$ cat config.mk
export PLATFORM = sky130hd
export DESIGN_NAME = intersection_sequencer
export DESIGN_NICKNAME = d
export VERILOG_FILES = /design/src/rtl/intersection_pkg.sv /design/src/rtl/tick_prescaler.sv /design/src/rtl/intersection_sequencer.sv
export SDC_FILE = /design/constraint.sdc
export NUM_CORES = 1
export LEC_CHECK = 0
export CAP_MARGIN = 20
export CORE_MARGIN = 2
export CORE_UTILIZATION = 62
export DETAILED_ROUTE_END_ITERATION = 10
export HOLD_SLACK_MARGIN = 0.06
export PLACE_DENSITY = 0.85
export SYNTH_ARGS = -nofsm -noshare
export SYNTH_HDL_FRONTEND = slang
export SYNTH_HIERARCHICAL = 1
export SYNTH_SLANG_ARGS = --single-unit
export TNS_END_PERCENT = 100
$ cat constraint.sdc
create_clock -name clock -period 9.3 [get_ports clock]
set_clock_uncertainty 0.2 [all_clocks]
set_input_delay 1.86 -clock clock [delete_from_list [all_inputs] [get_ports clock]]
set_output_delay 1.86 -clock clock [all_outputs]
set_load 0.01 [all_outputs]
$ cat src/rtl/intersection_pkg.sv
// Shared definitions for the intersection sequencer and the light decoder.
//   phase_e : 3-bit light phase code driven on fsmOut
//   TIMER_W : width of the whole-seconds phase timer (timeLeft)
package intersection_pkg;

  localparam int unsigned PHASE_W = 3;
  localparam int unsigned TIMER_W = 8;

  // Phase codes; the enum members double as the named codes the decoder uses.
  typedef enum logic [PHASE_W-1:0] {
    NS_GREEN  = 3'd0,
    NS_YELLOW = 3'd1,
    PED_A     = 3'd2,
    EW_LEFT   = 3'd3,
    EW_GREEN  = 3'd4,
    EW_YELLOW = 3'd5,
    PED_B     = 3'd6,
    NS_LEFT   = 3'd7
  } phase_e;

endpackage

$ cat src/rtl/tick_prescaler.sv
// One-second tick generator.
//   clock, resetn : clock and asynchronous active-low reset
//   run           : count enable; counter holds while 0
//   clear         : restart the count at 0 on the next edge
//   tick          : high on the cycle the count equals CLK_PER_SEC-1 while running
module tick_prescaler #(
  parameter int unsigned CLK_PER_SEC = 50_000_000
) (
  input  logic clock,
  input  logic resetn,
  input  logic run,
  input  logic clear,
  output logic tick
);

  localparam int unsigned CNT_W = (CLK_PER_SEC > 1) ? $clog2(CLK_PER_SEC) : 1;
  localparam logic [CNT_W-1:0] LAST = CNT_W'(CLK_PER_SEC - 1);

  logic [CNT_W-1:0] cnt_q, cnt_d;

  // Tick is only meaningful while running, so it gates on run.
  assign tick = run && (cnt_q == LAST);

  // Count with wrap; clear restarts the second at a phase boundary.
  always_comb begin
    cnt_d = cnt_q;
    if (clear) begin
      cnt_d = '0;
    end else if (run) begin
      cnt_d = (cnt_q == LAST) ? '0 : cnt_q + CNT_W'(1);
    end
  end

  always_ff @(posedge clock or negedge resetn) begin
    if (!resetn) begin
      cnt_q <= '0;
    end else begin
      cnt_q <= cnt_d;
    end
  end

endmodule

$ cat src/rtl/intersection_sequencer.sv
// Four-way intersection phase sequencer.
//   clock, resetn               : clock and asynchronous active-low reset
//   run                         : 0 freezes the prescaler and phase timer
//   pedReq, nsLeftReq, ewLeftReq: request inputs, latched until served
//   fsmOut                      : current phase code (registered)
//   timeLeft                    : whole seconds remaining in phase minus 1 (registered)
//   pedPending, nsLeftPending, ewLeftPending : request latch states (registered)
module intersection_sequencer
  import intersection_pkg::*;
#(
  parameter int unsigned CLK_PER_SEC = 50_000_000,
  parameter int unsigned T_GREEN     = 20,
  parameter int unsigned T_YELLOW    = 3,
  parameter int unsigned T_PED       = 10,
  parameter int unsigned T_LEFT      = 6
) (
  input  logic               clock,
  input  logic               resetn,
  input  logic               run,
  input  logic               pedReq,
  input  logic               nsLeftReq,
  input  logic               ewLeftReq,
  output logic [PHASE_W-1:0] fsmOut,
  output logic [TIMER_W-1:0] timeLeft,
  output logic               pedPending,
  output logic               nsLeftPending,
  output logic               ewLeftPending
);

  localparam logic [TIMER_W-1:0] LD_GREEN  = TIMER_W'(T_GREEN - 1);
  localparam logic [TIMER_W-1:0] LD_YELLOW = TIMER_W'(T_YELLOW - 1);
  localparam logic [TIMER_W-1:0] LD_PED    = TIMER_W'(T_PED - 1);
  localparam logic [TIMER_W-1:0] LD_LEFT   = TIMER_W'(T_LEFT - 1);

  phase_e             state_q, state_d, next_phase_c;
  logic [TIMER_W-1:0] timer_q, timer_d;
  logic               ped_q, ped_d;
  logic               ns_left_q, ns_left_d;
  logic               ew_left_q, ew_left_d;
  logic               tick_c;
  logic               expire_c;

  // Timer reload value (duration minus 1) for a phase.
  function automatic logic [TIMER_W-1:0] phase_load(input phase_e p);
    logic [TIMER_W-1:0] ld;
    case (p)
      NS_GREEN, EW_GREEN:   ld = LD_GREEN;
      NS_YELLOW, EW_YELLOW: ld = LD_YELLOW;
      PED_A, PED_B:         ld = LD_PED;
      default:              ld = LD_LEFT;
    endcase
    return ld;
  endfunction

  tick_prescaler #(
    .CLK_PER_SEC(CLK_PER_SEC)
  ) u_prescaler (
    .clock (clock),
    .resetn(resetn),
    .run   (run),
    .clear (expire_c),
    .tick  (tick_c)
  );

  assign expire_c = tick_c && (timer_q == '0);

  // Successor phase; optional phases are inserted from the registered latches.
  always_comb begin
    next_phase_c = state_q;
    case (state_q)
      NS_GREEN:  next_phase_c = NS_YELLOW;
      NS_YELLOW: next_phase_c = ped_q ? PED_A : (ew_left_q ? EW_LEFT : EW_GREEN);
      PED_A:     next_phase_c = ew_left_q ? EW_LEFT : EW_GREEN;
      EW_LEFT:   next_phase_c = EW_GREEN;
      EW_GREEN:  next_phase_c = EW_YELLOW;
      EW_YELLOW: next_phase_c = ped_q ? PED_B : (ns_left_q ? NS_LEFT : NS_GREEN);
      PED_B:     next_phase_c = ns_left_q ? NS_LEFT : NS_GREEN;
      NS_LEFT:   next_phase_c = NS_GREEN;
      default:   next_phase_c = NS_GREEN;
    endcase
  end

  // Phase state and timer update on each one-second tick.
  always_comb begin
    state_d = state_q;
    timer_d = timer_q;
    if (expire_c) begin
      state_d = next_phase_c;
      timer_d = phase_load(next_phase_c);
    end else if (tick_c) begin
      timer_d = timer_q - TIMER_W'(1);
    end
  end

  // Request latches: set on request, cleared (with priority) while being served.
  always_comb begin
    ped_d     = (ped_q | pedReq) & ~((state_q == PED_A) || (state_q == PED_B));
    ew_left_d = (ew_left_q | ewLeftReq) & ~(state_q == EW_LEFT);
    ns_left_d = (ns_left_q | nsLeftReq) & ~(state_q == NS_LEFT);
  end

  always_ff @(posedge clock or negedge resetn) begin
    if (!resetn) begin
      state_q   <= NS_GREEN;
      timer_q   <= LD_GREEN;
      ped_q     <= 1'b0;
      ns_left_q <= 1'b0;
      ew_left_q <= 1'b0;
    end else begin
      state_q   <= state_d;
      timer_q   <= timer_d;
      ped_q     <= ped_d;
      ns_left_q <= ns_left_d;
      ew_left_q <= ew_left_d;
    end
  end

  assign fsmOut        = state_q;
  assign timeLeft      = timer_q;
  assign pedPending    = ped_q;
  assign nsLeftPending = ns_left_q;
  assign ewLeftPending = ew_left_q;

endmodule

---- Word-level counts from Yosys, hierarchy flattened ----
Index checks and enable logic that the tools add are counted.
operators by class
  add/sub/neg operators ................... 2
  bitwise operators ....................... 9
  reductions and logical operators ........ 11
  muxes and demuxes ....................... 11
  equal/unequal tests ..................... 13
operator list
  kind                                                                number
  26-bit two-way mux                                                  3
  26-bit by 1-bit adder with 26-bit output, second input constant     1
  26-bit == test, second input constant                               1
  3-bit one-hot mux with 8 select lines                               1
  3-bit == test, second input constant                                7
  8-bit two-way mux                                                   2
  5-bit one-hot mux with 3 select lines                               1
  3-bit two-way mux                                                   4
  3-bit by 2-bit == test with 1-bit output, second input constant     3
  8-bit logical NOT                                                   1
  8-bit by 1-bit subtractor with 8-bit output, second input constant  1
  3-bit by 1-bit == test with 1-bit output, second input constant     2
  3-bit logical NOT                                                   2
  2-bit OR reduction                                                  3
  2-bit nonzero test                                                  2
  1-bit AND                                                           3
  1-bit inverter                                                      3
  1-bit OR                                                            3
  1-bit logical AND                                                   2
  1-bit logical OR                                                    1
word-level totals
  input port bits ......................... 6
  flip-flop bits (word level) ............. 40
  output and inout port bits .............. 14
  word-level logic and storage cells ...... 52

---- Longest topological paths before layout ----
  word-level depth ........................ 7
  depth in mapped cells ................... 12
  mapped depth without buffers ............ 10

---- Hierarchy ----
Netlist, hierarchy kept.
modules (own cells, without submodules)
  module                  instances  area each (sq um)  seq. area each (sq um)  cells an instance
  tick_prescaler          1          1551.5             650.6                   173
  intersection_sequencer  1          820.8              354.1                   85

---- Worst setup path before layout ----
Ideal clock, no wire load.
  path kind ............................... input to register
  start point ............................. in run
  end point ............................... reg u_prescaler.cnt_q[25]
  arrival time ............................ 4.730 ns
  slack ................................... 4.292 ns
  stages on the path ...................... 10
  path through ............................ clkbuf_1 > inv_1 > nor4_1 > or4b_4 > nor3_4 > buf_6 > o21a_1 > nand4_4 > or4_1 > a21oi_1
between the ends
  longest elaborated chain between the ends .. 3
  elaborated cells on any way between the ends .. 4
  those cells by class .................... mux: 1; reduce/logical: 3
ends and longest elaborated chain
  item                                                             RTL line                      text
  start: declaration                                               intersection_sequencer.sv:19  input logic run,
  1-bit logical AND *                                              tick_prescaler.sv:22          assign tick = run && (cnt_q == LAST);
  via tick_c                                                       intersection_sequencer.sv:40  logic tick_c;
  1-bit logical AND *                                              intersection_sequencer.sv:65  assign expire_c = tick_c && (timer_q == '0);
  via expire_c                                                     intersection_sequencer.sv:41  logic expire_c;
  26-bit two-way mux / 2-bit nonzero test (equally long branches)  n/a
  end signal: assignment                                           tick_prescaler.sv:38          cnt_q <= cnt_d;
  end: declaration                                                 tick_prescaler.sv:19          logic [CNT_W-1:0] cnt_q, cnt_d;
The timed path passes the listed nets; every way through them passes the cells marked *.
A chain may end at the register's enable or synchronous reset.

---- Final worst setup path ----
  start point ............................. in run
  end point ............................... reg u_prescaler.cnt_q[25]
between the ends
  longest elaborated chain between the ends .. 3
  elaborated cells on any way between the ends .. 4
  those cells by class .................... mux: 1; reduce/logical: 3
ends and longest elaborated chain
  item                                                             RTL line
  1-bit logical AND *                                              tick_prescaler.sv:22
  via tick_c                                                       intersection_sequencer.sv:40
  1-bit logical AND *                                              intersection_sequencer.sv:65
  26-bit two-way mux / 2-bit nonzero test (equally long branches)  n/a
Marks and branches as above.

==> insert_results.sql <==
INSERT INTO impl_metrics (metric_group, metric, value, unit) VALUES
('status', 'run_status', 'finished clean', ''),
('routing', 'drt_drc_violations_left', '0', ''),
('cts', 'cts_hold_buffers', '0', ''),
('routing', 'routed_wirelength', '5340', 'um'),
('critical_path', 'crit_path_start_kind', 'input pin', ''),
('placement', 'minimum_setup_slack_after_placement', '3.33', 'ns'),
('floorplan', 'die_area', '0.00434', 'mm^2'),
('timing', 'timing.final.crit_share', '61.6', '%'),
('floorplan', 'die_h', '65.9', 'um'),
('logic_synthesis', 'yosys-top-cells-area', 'sky130_fd_sc_hd__dfrtp_1, sky130_fd_sc_hd__a21oi_1, sky130_fd_sc_hd__dfstp_2', ''),
('logic_synthesis', 'netlist_instances', '258', ''),
('critical_path', 'worstPathArrival', '5.73', 'ns'),
('power', 'leakage_power_total', '0.00106', 'uW'),
('global_route', 'antenna_violations_before_repair', '0', ''),
('flow_run', 'cap_viol_max_count', '0', ''),
('logic_synthesis', 'netlist.top_cell.by_area', 'sky130_fd_sc_hd__dfrtp_1', ''),
('cts', 'clock_tree_from_tritoncts', 'done', ''),
('timing', 'report.final.slew_viol_count', '0', ''),
('timing', 'rsz0062_at_grt', 'false', ''),
('logic_synthesis', 'post_synth_instance_area', '0.00237', 'mm^2'),
('min_path', 'holdPathEnd', 'timeLeft[1]', ''),
('global_route', 'number_of_global_route_vias_before_repair', '1950', ''),
('critical_path', 'path_max_fanout', '29', ''),
('logic_synthesis', 'synthesis.nets', '266', ''),
('logic_synthesis', 'asyncSetResetFlopFracSynth', '100', '%'),
('routing', 'drtAntennaViolNets', '0', ''),
('placement', 'dp.final_hpwl', '3620', 'um'),
('timing', 'worst_slew_pin_slew', '1.04', 'ns'),
('cells_and_area', 'nets', '282', ''),
('global_route', 'globalRouteTotalUtil', '27.0', '%'),
('cts', 'cts-htree-levels', '2', ''),
('logic_synthesis', 'synthMostInstantiatedCell', 'sky130_fd_sc_hd__dfrtp_1', ''),
('placement', 'port_buffers', '19', ''),
('floorplan', 'initial_core_util', '64.8', '%'),
('cells_and_area', 'num_antenna_cells', '0', ''),
('placement', 'routabilityCongestion', '0.887', ''),
('critical_path', 'worst_r2r_endpoint', 'u_prescaler/cnt_q[25]', ''),
('routing', '1st_iter_drt_viols', '252', ''),
('global_route', 'pin_count_of_the_biggest_net_entering_global_routing', '41', ''),
('cells_and_area', 'area_growth_synth_to_finish', '12.1', '%'),
('critical_path', 'cp-end-kind', 'flop', ''),
('logic_synthesis', 'synth_top_area_share', '39.0', '%'),
('logic_synthesis', 'yosys_warnings', '6', ''),
('timing', 'layout_setup_ws', '3.58', 'ns'),
('timing', 'setup_viol_count_final', '0', ''),
('routing', 'vias', '2092', ''),
('logic_synthesis', 'count_of_flip_flops_with_a_built_in_enable_after_synthesis', '0', ''),
('power', 'vdd_ir_drop_max', '103', 'uV'),
('global_route', 'grt_first_pass_wirelength', '9030', 'um'),
('timing', 'slew-limit-headroom', '30.4', '%'),
('critical_path', 'worstPathRequired', '9.31', 'ns'),
('floorplan', 'core', '0.00366', 'mm^2'),
('critical_path', 'timing.reg2reg.worst_path_depth', '10', ''),
('cts', 'root_buffer', 'sky130_fd_sc_hd__clkbuf_8', ''),
('logic_synthesis', 'synth_sequential_area_ratio', '42.4', '%'),
('timing', 'timing.hold.ws', '0.354', 'ns'),
('logic_synthesis', 'post_synth_most_frequent_cells', 'sky130_fd_sc_hd__dfrtp_1, sky130_fd_sc_hd__nand2_1, sky130_fd_sc_hd__a21oi_1', ''),
('min_path', 'hp-class', 'flop to flop', ''),
('cells_and_area', 'share_of_final_layout_standard_cells_stronger_than_drive_strength_1', '8.00', '%'),
('logic_synthesis', 'postSynthRegisterBits', '40', ''),
('min_path', 'hold_path_startpoint', 'timeLeft[1]', ''),
('cts', 'cts_max_path_bufs', '2', ''),
('cts', 'cts.clk_slew.worst_paths', '0.08', 'ns'),
('logic_synthesis', 'post_synth.cell_area_avg', '9.19', 'um^2'),
('timing', 'achievable-frequency', '175', 'MHz'),
('global_route', 'globalRouteOverflowTotal', '0', ''),
('cts', 'cts_buffers', '5', ''),
('floorplan', 'top_level_ports', '20', ''),
('cts', 'cts-resized-gates', '0', ''),
('floorplan', 'placement_rows', '22', ''),
('power', 'power.density_cell_area', '159', 'mW/mm^2');
critical path, stage by stage:
cell                              delay [ns]
sky130_fd_sc_hd__clkdlybuf4s50_1        0.71
sky130_fd_sc_hd__inv_1                  0.13
sky130_fd_sc_hd__nor4_1                 0.73
sky130_fd_sc_hd__or4b_4                 0.58
sky130_fd_sc_hd__nor3_4                 0.17
sky130_fd_sc_hd__buf_4                  0.30
sky130_fd_sc_hd__o21a_1                 0.31
sky130_fd_sc_hd__nand4_4                0.23
sky130_fd_sc_hd__or4_1                  0.55
sky130_fd_sc_hd__a21oi_1                0.16
final cells by class:
cell class / instances / area [um^2]
clock buffers: 6 / 72.6
fillers: 285 / 1000
well taps: 48 / 60.1
inverters: 12 / 45.0
clock inverters: 2 / 35.0
repair buffers: 20 / 193
multi-input cells: 195 / 1250
flip-flops and latches: 40 / 1000
logic make-up (layout without fill, tap and decap cells):
family	Yosys count	after routing	synth area share (%)
simple gates	119	119	29.9
xor+xnor	10	10	3.69
mux	3	3	1.27
fa+ha+maj	2	2	1.05
buf+inv	23	40	4.96
compound gates	61	61	16.8
flops	40	40	42.4
registers in the layout (all words and copies together), names as in the netlist:
| register | flops |
|---|---|
| pedPending | 1 |
| ewLeftPending | 1 |
| fsmOut | 3 |
| u_prescaler/cnt_q | 26 |
| nsLeftPending | 1 |
| timeLeft | 8 |
placed cells by master, fill, tap and decap left out, types with 2 or more instances in the layout:
| master | count |
|---|---|
| sky130_fd_sc_hd__or4_1 | 10 |
| sky130_fd_sc_hd__or3_1 | 8 |
| sky130_fd_sc_hd__clkbuf_8 | 5 |
| sky130_fd_sc_hd__inv_1 | 11 |
| sky130_fd_sc_hd__o22ai_1 | 3 |
| sky130_fd_sc_hd__clkdlybuf4s50_1 | 18 |
| sky130_fd_sc_hd__nor2_1 | 14 |
| sky130_fd_sc_hd__o211ai_1 | 2 |
| sky130_fd_sc_hd__dfstp_2 | 3 |
| sky130_fd_sc_hd__o32ai_1 | 2 |
| sky130_fd_sc_hd__and3_1 | 7 |
| sky130_fd_sc_hd__nor2b_1 | 2 |
| sky130_fd_sc_hd__nand2_1 | 21 |
| sky130_fd_sc_hd__nor4_1 | 6 |
| sky130_fd_sc_hd__mux2i_1 | 3 |
| sky130_fd_sc_hd__a31oi_1 | 3 |
| sky130_fd_sc_hd__ha_1 | 2 |
| sky130_fd_sc_hd__and2_1 | 3 |
| sky130_fd_sc_hd__xnor2_1 | 4 |
| sky130_fd_sc_hd__xor2_1 | 6 |
| sky130_fd_sc_hd__nand3_1 | 12 |
| sky130_fd_sc_hd__dfrtp_1 | 37 |
| sky130_fd_sc_hd__o21a_1 | 3 |
| sky130_fd_sc_hd__nor3_1 | 5 |
| sky130_fd_sc_hd__a21oi_1 | 17 |
| sky130_fd_sc_hd__nand4_1 | 12 |
| sky130_fd_sc_hd__nand2b_1 | 6 |
| sky130_fd_sc_hd__o31ai_1 | 10 |
| sky130_fd_sc_hd__o21ai_0 | 10 |
| sky130_fd_sc_hd__and4_1 | 4 |
how the worst max path moves through the flow:
| stage | startpoint | end | slack (ns) | cells past startpoint |
|---|---|---|---|---|
| detailed placement | run | u_prescaler/cnt_q[23] | 3.33 | 10 |
| global route | run | u_prescaler/cnt_q[25] | 3.23 | 10 |
| global placement | run | u_prescaler/cnt_q[25] | 3.48 | 10 |
| CTS | run | u_prescaler/cnt_q[21] | 3.61 | 10 |
| finish | run | u_prescaler/cnt_q[25] | 3.58 | 10 |
| floorplan | run | u_prescaler/cnt_q[25] | 4.29 | 10 |
where the power goes:
group          total [uW]  internal (uW)  switching (uW)
Sequential            216            190            26.5
Clock                 140           79.7            60.1
Combinational        67.2           28.7            38.5
per-stage QoR:
stage	instance area [um^2]	std cells	power (uW)
floorplan	2370	258	261
global placement	2550	315	281
detailed placement	2550	315	284
CTS	2660	323	422
global route	2660	323	443
finish	2660	323	423
metal layers:
metal / GRT usage (%) / part of all wire [%] / vias to the layer above
met5: 0 / 0 / -
met4: 8.33 / 2.4 / 0
met3: 5.11 / 5.0 / 13
met2: 45.7 / 50 / 76
met1: 35.0 / 43 / 998
li1: - / - / 1005
Note: power is estimated with default switching activity, not from simulation.
